===== config.mk =====
export PLATFORM = sky130hd
export DESIGN_NAME = aes_dec_scheduler
export DESIGN_NICKNAME = d
export VERILOG_FILES = /design/src/rtl/aes_dec_pkg.sv /design/src/rtl/rr_arb2.sv /design/src/rtl/aes_dec_scheduler.sv
export SDC_FILE = /design/constraint.sdc
export NUM_CORES = 2
export LEC_CHECK = 0
export BUFFER_PORTS_ARGS = -buffer_cell sky130_fd_sc_hd__buf_4
export CELL_PAD_IN_SITES_DETAIL_PLACEMENT = 0
export CELL_PAD_IN_SITES_GLOBAL_PLACEMENT = 2
export CORE_MARGIN = 2
export CORE_UTILIZATION = 34
export DETAILED_ROUTE_END_ITERATION = 7
export PLACE_DENSITY_LB_ADDON = 0.1
export SLEW_MARGIN = 25
export SYNTH_ARGS = -nofsm -noshare
export SYNTH_HDL_FRONTEND = slang
export SYNTH_SLANG_ARGS = --single-unit

===== constraint.sdc =====
create_clock -name clk_i -period 9.6 [get_ports clk_i]
set_input_delay 2.4 -clock clk_i [delete_from_list [all_inputs] [get_ports clk_i]]
set_output_delay 2.4 -clock clk_i [all_outputs]
set_load 0.1 [all_outputs]

===== src/rtl/aes_dec_pkg.sv =====
// Shared sizes and FSM state type for the AES-128 decrypt scheduler.
package aes_dec_pkg;

    localparam int unsigned NUM_RKEYS = 11;
    localparam int unsigned RKEY_AW   = 4;
    localparam int unsigned BLK_W     = 128;

    localparam logic [RKEY_AW-1:0] MAX_RKEY = RKEY_AW'(NUM_RKEYS - 1);

    typedef enum logic [1:0] {StIdle, StRun, StDrain, StResp} state_e;

endpackage


===== src/rtl/rr_arb2.sv =====
// Two-way round-robin arbiter: on a tie the requester that did not win last time is granted.
module rr_arb2 (
    input  logic       last_grant_i,
    input  logic [1:0] valid_i,
    output logic [1:0] grant_o
);

    always_comb begin
        grant_o = 2'b00;
        unique case (valid_i)
            2'b01:   grant_o = 2'b01;
            2'b10:   grant_o = 2'b10;
            2'b11:   grant_o = last_grant_i ? 2'b01 : 2'b10;
            default: grant_o = 2'b00;
        endcase
    end

endmodule


===== src/rtl/aes_dec_scheduler.sv =====
// Shares one AES-128 decrypt core between two requesters and owns the round-key table.
// Optional watchdog on the core is enabled by defining AES_DEC_TIMEOUT_EN.
module aes_dec_scheduler
  import aes_dec_pkg::*;
#(
  parameter int unsigned TIMEOUT_CYCLES = 32
) (
  input  logic               clk_i,
  input  logic               rst_i,
  input  logic               req0_valid_i,
  output logic               req0_ready_o,
  input  logic [BLK_W-1:0]   req0_data_i,
  input  logic               req1_valid_i,
  output logic               req1_ready_o,
  input  logic [BLK_W-1:0]   req1_data_i,
  input  logic               key_we_i,
  input  logic [RKEY_AW-1:0] key_addr_i,
  input  logic [BLK_W-1:0]   key_wdata_i,
  output logic               key_wr_err_o,
  output logic               rsp_valid_o,
  input  logic               rsp_ready_i,
  output logic [BLK_W-1:0]   rsp_data_o,
  output logic               rsp_id_o,
  output logic               rsp_err_o,
  output logic               busy_o,
  output logic               core_en_o,
  output logic [BLK_W-1:0]   core_cipher_o,
  input  logic [RKEY_AW-1:0] core_round_i,
  output logic [BLK_W-1:0]   core_round_key_o,
  input  logic [BLK_W-1:0]   core_plain_i,
  input  logic               core_dn_i
);

  state_e           state_q;
  logic             last_grant_q;
  logic             core_en_q;
  logic             rsp_valid_q;
  logic             rsp_id_q;
  logic             key_wr_err_q;
  logic [BLK_W-1:0] cipher_q;
  logic [BLK_W-1:0] rsp_data_q;
  logic [BLK_W-1:0] key_mem_q [NUM_RKEYS];

  logic [1:0]       arb_valid;
  logic [1:0]       grant;
  logic             key_ok;

  assign arb_valid = (state_q == StIdle) ? {req1_valid_i, req0_valid_i} : 2'b00;

  rr_arb2 u_arb (
    .last_grant_i (last_grant_q),
    .valid_i      (arb_valid),
    .grant_o      (grant)
  );

  assign req0_ready_o  = grant[0];
  assign req1_ready_o  = grant[1];
  assign busy_o        = (state_q != StIdle);
  assign core_en_o     = core_en_q;
  assign core_cipher_o = cipher_q;
  assign rsp_valid_o   = rsp_valid_q;
  assign rsp_data_o    = rsp_data_q;
  assign rsp_id_o      = rsp_id_q;
  assign key_wr_err_o  = key_wr_err_q;

  // Keys are only read from RUN onwards, so a write in the grant cycle is safe.
  assign key_ok = key_we_i && (state_q == StIdle) && (key_addr_i <= MAX_RKEY);

  // An unknown round index fails the compare and leaves the zero default in place.
  always_comb begin
    core_round_key_o = '0;
    if (core_round_i <= MAX_RKEY) begin
      core_round_key_o = key_mem_q[core_round_i];
    end
  end

`ifdef AES_DEC_TIMEOUT_EN
  logic [7:0] tmo_cnt_q;
  logic       rsp_err_q;
  logic       tmo_hit;

  assign tmo_hit   = (tmo_cnt_q == 8'(TIMEOUT_CYCLES - 1));
  assign rsp_err_o = rsp_err_q;
`else
  assign rsp_err_o = 1'b0;
`endif

  always_ff @(posedge clk_i) begin
    if (rst_i) begin
      state_q      <= StIdle;
      last_grant_q <= 1'b1;
      core_en_q    <= 1'b0;
      cipher_q     <= '0;
      rsp_valid_q  <= 1'b0;
      rsp_data_q   <= '0;
      rsp_id_q     <= 1'b0;
      key_wr_err_q <= 1'b0;
      for (int i = 0; i < NUM_RKEYS; i++) begin
        key_mem_q[i] <= '0;
      end
`ifdef AES_DEC_TIMEOUT_EN
      tmo_cnt_q    <= '0;
      rsp_err_q    <= 1'b0;
`endif
    end else begin
      key_wr_err_q <= key_we_i && !key_ok;
      if (key_ok) begin
        key_mem_q[key_addr_i] <= key_wdata_i;
      end
      unique case (state_q)
        StIdle: begin
          if (grant != 2'b00) begin
            cipher_q     <= grant[1] ? req1_data_i : req0_data_i;
            rsp_id_q     <= grant[1];
            last_grant_q <= grant[1];
            core_en_q    <= 1'b1;
            state_q      <= StRun;
`ifdef AES_DEC_TIMEOUT_EN
            tmo_cnt_q    <= '0;
            rsp_err_q    <= 1'b0;
`endif
          end
        end
        StRun: begin
          if (core_dn_i) begin
            rsp_data_q <= core_plain_i;
            core_en_q  <= 1'b0;
            state_q    <= StDrain;
`ifdef AES_DEC_TIMEOUT_EN
          end else if (tmo_hit) begin
            rsp_data_q <= '0;
            rsp_err_q  <= 1'b1;
            core_en_q  <= 1'b0;
            state_q    <= StDrain;
          end else begin
            tmo_cnt_q  <= tmo_cnt_q + 8'd1;
`endif
          end
        end
        // One idle cycle with core_en low lets the core drop its done flag.
        StDrain: begin
          rsp_valid_q <= 1'b1;
          state_q     <= StResp;
        end
        StResp: begin
          if (rsp_ready_i) begin
            rsp_valid_q <= 1'b0;
            state_q     <= StIdle;
          end
        end
        default: state_q <= StIdle;
      endcase
    end
  end

endmodule


==> key figures <==
Outcome
  – Status: finished, final reports clean

Synth
  – Synth Area in Simple Gates: 13.02%
  – Xor/xnor cell area share of the yosys netlist: 0%
  – Yosys top cell area share: 53.17%
  – Synth cell types: 38
  – #FFs+latches synth: roughly 1700
  – Mux cell area share after synthesis: ~9.7%
  – Main combinational cell family by area after synthesis: simple AND/OR/NAND/NOR gates
  – Sequential share of the synthesized area: 63.99%
  – Post-Syn Area: 0.07229 sq mm
  – Warnings from Yosys: 0
  – Syn avg cell area: ~12 sq um
  – Synth area leaders: edfxtp_1 53%, dfxtp_1 11%, mux4_2 8.0%, nor2_1 7.3%, nand2_1 3.4%
  – EDFF count, synth: 1280
  – Share of flip-flops with an asynchronous set or reset: 0%
  – Synthesized Nets: 6552
  – Post-Synthesis Cells: about 6000
  – Compound-Gate Fraction of Synth Area: under 10%
  – Post-synthesis adder-cell area fraction: 0.08654%
  – Area leader, netlist: edfxtp_1
  – Ys flop type: edfxtp_1

Detailed routing
  – DRC: 0
  – DR pass1 iterations: 5
  – Avg WL per Cell: 32.03 microns
  – Via Count: approximately 54000
  – Final WL: 310900 microns
  – Iter 0 DRT Violations: 4968
  – DRT antenna net count: 0
  – Routed vias/inst: approximately 5.6

STA
  – Highest clock rate: between 0.1 and 0.15 GHz
  – Unrepaired setup endpoints after global routing: false
  – Fin. max-slew vios: 0
  – Final Skew: 0.04928 ns
  – Tightest Pin Transition: 1.192 ns
  – Slew HR: 19.67%
  – Period utilization: 78.25%
  – Setup TNS: 0 ns
  – Final Hold Vio Count: 0
  – Final min period: 7.512 ns
  – Worst setup margin: 2.088 ns
  – Setup violations, final: 0

GRT
  – First-pass GRT wire length: 433100 microns
  – Number of global-route vias before repair: 54700
  – Largest net degree at the start of global routing: 179
  – Overall Global Routing Usage: 28.14%
  – Total grt overflow: 0
  – Initial antenna violation count: 75

Power and ir drop
  – Leak: 0.03131 uW
  – PwrDens: between 200 and 300 mW/mm^2
  – Max VDD drop: 284.8 uV

Floorplanning
  – Placeable Area: 0.2117 sq mm
  – Initial Util: about 34%
  – Die Wd: 465.1 microns
  – Ports: 919
  – Die Span Y: ~470 microns
  – Die area: roughly 0.22 sq mm
  – FP Rows: 169

Placement
  – Global placement routability congestion: 0.9167
  – Post-DP Area: 0.08163 sq mm
  – Placed wire-length estimate: roughly 180000 microns
  – I/O Buffers: 917
  – Pre-CTS setup slack: 2.067 ns

Setup path
  – CP max FO: 81
  – Crit end category: output port
  – Worst EP arrival: 5.11 ns
  – Critical path class: in -> out
  – Reg2reg setup slack: 4.89 ns
  – Worst endpoint required time: 7.20 ns
  – CP startpoint kind: input port

Worst hold path
  – Hold crit path type: reg -> reg

Finish
  – Finished Cell Area: 0.08793 sq mm
  – Commonest non-fill, non-tap cells in the layout: 1413 x nor2_1, 1280 x edfxtp_1, 989 x buf_4, 644 x nand2_1, 391 x dfxtp_1
  – Fillers: 20270
  – Layout cells sized above 1: 22.96%
  – Post-layout net count: 7210
  – Most common cell after layout, fill and taps aside: nor2_1
  – Area growth syn-to-layout: 21.63%

Clock tree
  – CTS root buffer: clkbuf_16
  – Bufs on Longest Clock Path: 3
  – Post-CTS Setup Bufs: 0
  – Post_cts resized: 0
  – CTS tree: yes
  – CTS Buf Count: 193
  – Clock slew at reported path FFs: 0.06 ns
  – Clock sinks: 1671
  – Post-CTS Hold Buffers: 0
  – CTS H-tree lvls: 4
  – Skew-Pair Late Insertion Delay: 0.87 ns

Run
  – Max-Cap Viols: 0
## cells in the mapped netlist, drive strengths merged (7+ instances only)
library cell / n
a21oi: 260
a2bb2oi: 129
a311oi: 128
buf: 262
clkbuf: 293
dfxtp: 391
edfxtp: 1280
inv: 7
mux2i: 128
mux4: 256
nand2: 647
nand2b: 137
nand3: 131
nor2: 1414
nor2b: 8
o2111ai: 129
o211ai: 128
o21ai: 258
## stage by stage
stage / total power, uW / instances / hold slack, ns / util, %
after floorplan: 13290 / 6020 / 0.4506 / -
after global placement: 15260 / 9302 / 0.4428 / 38.54
after detailed placement: 15280 / 9304 / 0.4477 / 38.56
after CTS: 22640 / 9667 / 0.4558 / 41.49
after global routing: 23200 / 9702 / 0.4663 / 41.54
final: 22480 / 9707 / 0.4533 / 41.54
## routing by layer
layer	wire [microns]	global-route usage (%)
met1	123700	35.07
met3	22590	6.467
met2	152500	46.90
met4	11800	11.86
met5	298	0
## cell families after synthesis
logic type	after synthesis
buffers and inverters	562
DFF	1671
muxes	384
adders and majority gates	5
other	1
AOI/OAI and AO/OA	1045
and+or+nand+nor	2352
## registers in the layout (all words and copies together) (netlist names)
name           cells
last_grant_q       1
state_q            2
core_en_o          1
rsp_valid_o        1
key_mem_q       1408
core_cipher_o    128
rsp_id_o           1
key_wr_err_o       1
rsp_data_o       128
## report_power, final
part,switching [uW],internal (uW)
Sequential,330,8430
Clock,3110,4250
Combinational,5060,1300
Total,8500,14000
## worst paths after layout
kind | from | cells past startpoint | end
worst max register to register | state_q[0] | 7 | key_mem_q[8][98]
worst min-delay path | rsp_data_o[40] | 2 | rsp_data_o[40]
worst max-delay path | core_round_i[0] | 6 | core_round_key_o[17]
worst min register to register | rsp_data_o[40] | 2 | rsp_data_o[40]
## critical path, stage by stage
cell and delay, ns:
buf_8 0.44, nor2b_4 0.33, buf_12 0.49, a2bb2oi_1 0.15, o211ai_1 0.65, buf_4 0.42
## layout make-up
cell class / instances / area (sq um) / share of cell area (%)
inverter: 7 / 31.28 / 0.03557
antenna: 40 / 100.1 / 0.1138
sequential: 1671 / 46260 / 52.62
timing repair buffer: 1018 / 8005 / 9.104
tap: 2821 / 3530 / 4.014
multi-input combinational: 3787 / 23800 / 27.06
clock buffer: 276 / 5395 / 6.136
clock inverter: 87 / 807.0 / 0.9178
No activity file was read; power rests on OpenSTA's default activity.
